### src/rtl/ddc_pkg.sv
// Shared constants, types and the mixer product slicer for the DDC mixer/CIC block.
package ddc_pkg;

    localparam int unsigned DW    = 14;
    localparam int unsigned MPR   = 14;
    localparam int unsigned MW    = 16;
    localparam int unsigned R     = 8;
    localparam int unsigned LOG2R = 3;
    localparam int unsigned NS    = 3;
    localparam int unsigned AW    = MW + NS * LOG2R;
    localparam int unsigned OW    = 16;
    localparam int unsigned PW    = DW + MPR;

    typedef logic signed [DW-1:0]    sample_t;
    typedef logic signed [MPR-1:0]   nco_t;
    typedef logic signed [MW-1:0]    mix_t;
    typedef logic signed [AW-1:0]    acc_t;
    typedef logic signed [OW-1:0]    out_t;
    typedef logic signed [PW-1:0]    prod_t;
    typedef logic        [LOG2R-1:0] cnt_t;

    localparam mix_t MIX_MAX = {1'b0, {(MW-1){1'b1}}};
    localparam mix_t MIX_MIN = {1'b1, {(MW-1){1'b0}}};

    // Take product bits [PW-2 -: MW]; clamp when the two top bits disagree
    // (only +2^26, from -8192 * -8192, can reach that in practice).
    function automatic mix_t sat_mix(input prod_t p);
        mix_t r;
        if (p[PW-1] != p[PW-2]) begin
            r = p[PW-1] ? MIX_MIN : MIX_MAX;
        end else begin
            r = mix_t'(p[PW-2 -: MW]);
        end
        return r;
    endfunction

endpackage

### src/rtl/ddc_cic_chain.sv
// One rail of the CIC decimator: NS integrators, decimated sample register,
// NS combs (M=1) and the truncating output register.
module ddc_cic_chain
    import ddc_pkg::*;
(
    input  logic                 clk,
    input  logic                 reset,
    input  logic                 clken,
    input  logic signed [MW-1:0] mix,
    input  logic [NS-1:0]        int_v,
    input  logic [NS+1:0]        dec_v,
    output logic signed [OW-1:0] dout
);

    acc_t integ    [NS];
    acc_t integ_in [NS];
    acc_t dsamp;
    acc_t comb     [NS];
    acc_t comb_in  [NS];
    acc_t dly      [NS];

    // Stage input selection: sign-extended mix feeds I1, dsamp feeds C1.
    always_comb begin
        integ_in[0] = AW'(mix);
        comb_in[0]  = dsamp;
        for (int k = 1; k < NS; k++) begin
            integ_in[k] = integ[k-1];
            comb_in[k]  = comb[k-1];
        end
    end

    // Integrators: wrap-around accumulation, each gated by its stage valid.
    always_ff @(posedge clk or posedge reset) begin
        if (reset) begin
            for (int k = 0; k < NS; k++) begin
                integ[k] <= '0;
            end
        end else if (clken) begin
            for (int k = 0; k < NS; k++) begin
                if (int_v[k]) begin
                    integ[k] <= integ[k] + integ_in[k];
                end
            end
        end
    end

    // Decimated capture of the last integrator, then the comb sections.
    always_ff @(posedge clk or posedge reset) begin
        if (reset) begin
            dsamp <= '0;
            for (int k = 0; k < NS; k++) begin
                comb[k] <= '0;
                dly[k]  <= '0;
            end
        end else if (clken) begin
            if (dec_v[0]) begin
                dsamp <= integ[NS-1];
            end
            for (int k = 0; k < NS; k++) begin
                if (dec_v[k+1]) begin
                    comb[k] <= comb_in[k] - dly[k];
                    dly[k]  <= comb_in[k];
                end
            end
        end
    end

    // Output: top OW bits of the last comb cancel the R^NS DC gain.
    always_ff @(posedge clk or posedge reset) begin
        if (reset) begin
            dout <= '0;
        end else if (clken && dec_v[NS+1]) begin
            dout <= out_t'(comb[NS-1][AW-1 -: OW]);
        end
    end

endmodule

### src/rtl/ddc_mix_cic_dec.sv
// Real-to-complex mixer (I = x*cos, Q = -x*sin) followed by a 3-stage CIC
// decimate-by-R on each rail. Both rails share one counter and valid pipe.
module ddc_mix_cic_dec
    import ddc_pkg::*;
(
    input  logic                  clk,
    input  logic                  reset,
    input  logic                  clken,
    input  logic                  in_valid,
    input  logic signed [DW-1:0]  data_i,
    input  logic signed [MPR-1:0] fsin_i,
    input  logic signed [MPR-1:0] fcos_i,
    output logic                  out_valid,
    output logic signed [OW-1:0]  fi_o,
    output logic signed [OW-1:0]  fq_o
);

    prod_t            prod_re;
    prod_t            prod_im;
    mix_t             mix_re;
    mix_t             mix_im;
    logic [NS-1:0]    iv;
    logic [NS+1:0]    dv;
    cnt_t             cnt;

    // Full-precision products; Q carries the negated sine term.
    always_comb begin
        prod_re = PW'(data_i) * PW'(fcos_i);
        prod_im = -(PW'(data_i) * PW'(fsin_i));
    end

    // Mixer register with saturation of the single overflowing product.
    always_ff @(posedge clk or posedge reset) begin
        if (reset) begin
            mix_re <= '0;
            mix_im <= '0;
        end else if (clken) begin
            mix_re <= sat_mix(prod_re);
            mix_im <= sat_mix(prod_im);
        end
    end

    // Valid pipe, decimation counter and output strobe.
    always_ff @(posedge clk or posedge reset) begin
        if (reset) begin
            iv        <= '0;
            dv        <= '0;
            cnt       <= '0;
            out_valid <= 1'b0;
        end else if (clken) begin
            iv         <= {iv[NS-2:0], in_valid};
            dv[NS+1:1] <= dv[NS:0];
            dv[0]      <= 1'b0;
            if (iv[NS-1]) begin
                if (cnt == cnt_t'(R - 1)) begin
                    cnt   <= '0;
                    dv[0] <= 1'b1;
                end else begin
                    cnt <= cnt + cnt_t'(1);
                end
            end
            out_valid <= dv[NS+1];
        end
    end

    ddc_cic_chain u_chain_i (
        .clk   (clk),
        .reset (reset),
        .clken (clken),
        .mix   (mix_re),
        .int_v (iv),
        .dec_v (dv),
        .dout  (fi_o)
    );

    ddc_cic_chain u_chain_q (
        .clk   (clk),
        .reset (reset),
        .clken (clken),
        .mix   (mix_im),
        .int_v (iv),
        .dec_v (dv),
        .dout  (fq_o)
    );

endmodule

### config.mk
export PLATFORM = sky130hd
export DESIGN_NAME = ddc_mix_cic_dec
export DESIGN_NICKNAME = d
export VERILOG_FILES = /design/src/rtl/ddc_pkg.sv /design/src/rtl/ddc_cic_chain.sv /design/src/rtl/ddc_mix_cic_dec.sv
export SDC_FILE = /design/constraint.sdc
export NUM_CORES = 2
export LEC_CHECK = 0
export ABC_AREA = 0
export CAP_MARGIN = 5
export CORE_ASPECT_RATIO = 1.1
export CORE_MARGIN = 2
export CORE_UTILIZATION = 40
export DETAILED_ROUTE_END_ITERATION = 7
export SLEW_MARGIN = 40
export SYNTH_ARGS = -nofsm -noshare
export SYNTH_HDL_FRONTEND = slang
export SYNTH_SLANG_ARGS = --single-unit
### constraint.sdc
create_clock -name clk -period 43.5 [get_ports clk]
set_clock_uncertainty 0.05 [all_clocks]
set_input_delay 6.525 -clock clk [delete_from_list [all_inputs] [get_ports clk]]
set_output_delay 6.525 -clock clk [all_outputs]
set_load 0.005 [all_outputs]
==> reports/qor.json <==
{
  "wire_per_inst": {"value": 13.4, "unit": "um"},
  "avgSynthCellArea": {"value": 9.57, "unit": "um2"},
  "die_x": {"value": 334, "unit": "um"},
  "cts.repair.resized": {"value": 0},
  "synth_top_area_share": {"value": 0.291},
  "post-synth-top-area-cell": {"value": "sky130_fd_sc_hd__dfrtp_1"},
  "numCtsBuffers": {"value": 58},
  "period_needed": {"value": 13.21, "unit": "ns"},
  "regToRegSetupSlack": {"value": 39.92, "unit": "ns"},
  "globalRouteTotalUtil": {"value": 0.149},
  "hold_path.class": {"value": "reg2reg"},
  "cts.clk_slew.worst_paths": {"value": 0.06, "unit": "ns"},
  "layout_common_cells": {"value": "sky130_fd_sc_hd__inv_1 (713), sky130_fd_sc_hd__dfrtp_1 (558), sky130_fd_sc_hd__nand2_1 (514)"},
  "design.portCount": {"value": 79},
  "synth-edff-count": {"value": 0},
  "detailedPlacementHpwl": {"value": 67900, "unit": "um"},
  "ys.flop_type": {"value": "sky130_fd_sc_hd__dfrtp_1"},
  "crit_chain": {"value": "clkdlybuf4s50_1 > nand2_1 > inv_1 > fa_1 > fa_1 > inv_1 > fa_1 > fa_1 > fa_1 > inv_1 > fa_1 > inv_1 > ha_1 > a21o_1 > a21o_1 > a211oi_1 > o31ai_4 > a21oi_2 > a311oi_2 > a31oi_2 > mux2i_2 > nand2_1 > a21oi_1"},
  "ctsLongestPathBuffers": {"value": 3},
  "drt_first_iter_violations": {"value": 1336},
  "synthArstFlopShare": {"value": 1.00},
  "antenna_violations_before_repair": {"value": 0},
  "detailedRoute.firstPassIterationCount": {"value": 5},
  "count_of_non_filler_cells_in_the_finished_layout": {"value": 6608},
  "routabilityCongestion": {"value": 0.840},
  "cts_post_setup_buffers_inserted": {"value": 0},
  "timing_worst_setup_path_type": {"value": "in2reg"},
  "maxClockFrequency": {"value": 75.7, "unit": "MHz"},
  "die_height": {"value": 367, "unit": "um"},
  "synth.ff_latch_count": {"value": 558},
  "detail_route.drc_violations": {"value": 0},
  "placementRows": {"value": 133},
  "clkLatencyLatePin": {"value": 0.62, "unit": "ns"},
  "overflow": {"value": 0},
  "critical_path.startpoint_type": {"value": "input pin"},
  "dpl.cell_count": {"value": 6499},
  "post_cts_hold_buffer_count": {"value": 0},
  "combined_area_of_all_synthesized_cells": {"value": 47900, "unit": "um2"},
  "slew_headroom": {"value": 0.465},
  "areaGrowthSynthToFinish": {"value": 9.29, "unit": "%"},
  "drt-vias-per-instance": {"value": 4.86},
  "yosys-top-cells-area": {"value": "sky130_fd_sc_hd__dfrtp_1 (29%), sky130_fd_sc_hd__fa_1 (17%), sky130_fd_sc_hd__ha_1 (11%)"},
  "h-tree-depth": {"value": 2},
  "worst_hold_slack": {"value": 0.422, "unit": "ns"},
  "clock_root_buffer": {"value": "sky130_fd_sc_hd__clkbuf_16"},
  "end_kind": {"value": "flop"},
  "placement.cell_area": {"value": 50300, "unit": "um2"},
  "finalHoldViolations": {"value": 0},
  "layout.cell_area.non_filler": {"value": 52400, "unit": "um2"},
  "grt_first_pass_wirelength": {"value": 157000, "unit": "um"},
  "yosys.cell_types.count": {"value": 90},
  "postSynthCellCount": {"value": 5006},
  "syn_nets": {"value": 5887},
  "critical_path_fanouts_max": {"value": 15},
  "num-fill-cells": {"value": 11485},
  "initial_core_util": {"value": 0.402},
  "multi_input_comb_area": {"value": 30700, "unit": "um2"},
  "area.sequential": {"value": 14000, "unit": "um2"},
  "critical_path.slowest_cell": {"value": "sky130_fd_sc_hd__fa_1"},
  "die_area": {"value": 123000, "unit": "um2"},
  "finalCritPeriodShare": {"value": 0.304},
  "grt_pass1_vias": {"value": 32893},
  "vias": {"value": 32117},
  "drtAntennaViolNets": {"value": 0},
  "fin_nets": {"value": 5889},
  "drv_slew": {"value": 0},
  "critical-path-top-cell-by-count": {"value": "sky130_fd_sc_hd__fa_1"},
  "clock_sink_count": {"value": 558},
  "outcome": {"value": "finished, final reports clean"},
  "required": {"value": 43.97, "unit": "ns"},
  "drive_above_1_share": {"value": 0.0843},
  "max-cap-violations": {"value": 0},
  "critical-path-max-stage-delay": {"value": 0.74, "unit": "ns"},
  "layout.cells.most_common": {"value": "sky130_fd_sc_hd__inv_1"},
  "core-area": {"value": 119000, "unit": "um2"},
  "rsz0062_at_grt": {"value": "false"},
  "port-buffer-count": {"value": 78},
  "grt_max_degree": {"value": 160},
  "drt-total-wl": {"value": 88400, "unit": "um"},
  "seq_area_frac_synth": {"value": 0.291},
  "antenna-diode-count": {"value": 0},
  "clock_tree_from_tritoncts": {"value": "done"},
  "tightestPinTransition": {"value": 0.783, "unit": "ns"},
  "setup-tns-final": {"value": 0, "unit": "ns"},
  "setup_violations": {"value": 0},
  "yosys_warnings": {"value": 0},
  "timing.critical_path.arrival": {"value": 13.69, "unit": "ns"}
}
[Yosys cell counts (6+ instances only)]
library cell and number:
sky130_fd_sc_hd__inv_1 714, sky130_fd_sc_hd__dfrtp_1 558, sky130_fd_sc_hd__nand2_1 521, sky130_fd_sc_hd__ha_1 440, sky130_fd_sc_hd__fa_1 395, sky130_fd_sc_hd__o21ai_0 354, sky130_fd_sc_hd__mux2_2 249, sky130_fd_sc_hd__and2_1 222
sky130_fd_sc_hd__a21oi_1 209, sky130_fd_sc_hd__nor2_1 174, sky130_fd_sc_hd__xor2_1 154, sky130_fd_sc_hd__clkbuf_1 140, sky130_fd_sc_hd__xnor2_1 139, sky130_fd_sc_hd__a21o_1 82, sky130_fd_sc_hd__nor3_1 68, sky130_fd_sc_hd__nor2b_1 55
sky130_fd_sc_hd__nand2b_1 53, sky130_fd_sc_hd__nand3_1 49, sky130_fd_sc_hd__o21a_1 42, sky130_fd_sc_hd__o21ai_1 29, sky130_fd_sc_hd__o21bai_1 28, sky130_fd_sc_hd__o31ai_1 26, sky130_fd_sc_hd__a31oi_1 23, sky130_fd_sc_hd__a211oi_1 22
sky130_fd_sc_hd__and3_1 22, sky130_fd_sc_hd__or3_1 22, sky130_fd_sc_hd__o211ai_1 21, sky130_fd_sc_hd__buf_1 19, sky130_fd_sc_hd__nand4_1 18, sky130_fd_sc_hd__or4_1 11, sky130_fd_sc_hd__a2111oi_0 9, sky130_fd_sc_hd__nor3b_1 8
sky130_fd_sc_hd__and4_1 6, sky130_fd_sc_hd__o221ai_1 6
[logic make-up after synthesis]
| kind of cell | after synthesis | synth area share |
|---|---|---|
| xor gates and xnor gates | 294 | 0.0539 |
| AOI/OAI and AO/OA | 929 | 0.119 |
| buffers and inverters | 879 | 0.0691 |
| muxes | 252 | 0.0592 |
| adders and majority gates | 840 | 0.281 |
| DFF | 558 | 0.291 |
| and+or+nand+nor | 1254 | 0.126 |
[final timing paths]
path	startpoint	endpoint	cells after the start
max in group asynchronous	reset	u_chain_q.integ[62]	5
setup reg to reg	u_chain_i.integ[25]	u_chain_i.integ[24]	14
min in group asynchronous	reset	u_chain_i.dout[0]	2
setup / recovery	fsin_i[0]	mix_im[2]	23
hold reg to reg	u_chain_q.comb[12]	u_chain_q.comb[12]	2
hold / removal	u_chain_q.comb[12]	u_chain_q.comb[12]	2
[flip-flops by register name, indices dropped and copies added, names as in the netlist]
name             count
u_chain_i.dly       75
u_chain_i.integ     75
u_chain_q.dly       75
u_chain_q.integ     75
u_chain_i.comb      66
u_chain_q.comb      66
u_chain_i.dsamp     25
u_chain_q.dsamp     25
mix_im              16
mix_re              16
u_chain_i.dout      16
u_chain_q.dout      16
dv                   5
cnt                  3
iv                   3
out_valid            1
[worst max-delay path, delay by kind of cell]
kind	cells	cell delay, ns
adders and majority gates	7	3.45
AOI/OAI and AO/OA	8	1.72
buffers and inverters	5	0.95
muxes	1	0.64
and+or+nand+nor	2	0.38
[through the flow]
step,utilization,setup slack [ns]
2_1_floorplan,-,21.32
5_1_grt,0.439,29.83
6_report,0.439,30.29
3_5_place_dp,0.422,29.64
3_3_place_gp,0.422,29.71
4_1_cts,0.439,30.31
[final cells by class]
type | count | area share
timing repair buffer | 107 | 0.0201
clock inverter | 29 | 0.00765
inverter | 714 | 0.0514
sequential | 558 | 0.267
clock buffer | 79 | 0.0314
multi-input combinational | 3569 | 0.586
tap | 1552 | 0.0371
[per-layer routing]
layer | global-route usage | vias up | part of all wire
li1 | - | 16548 | -
met1 | 0.211 | 15126 | 0.50
met2 | 0.249 | 352 | 0.46
met3 | 0.0147 | 91 | 0.028
met4 | 0.0274 | 0 | 0.014
met5 | 0 | - | 0
Power is left out: the tool's default activity adds up to more than one toggle a clock period on the data nets, which glitch-free logic cannot reach.
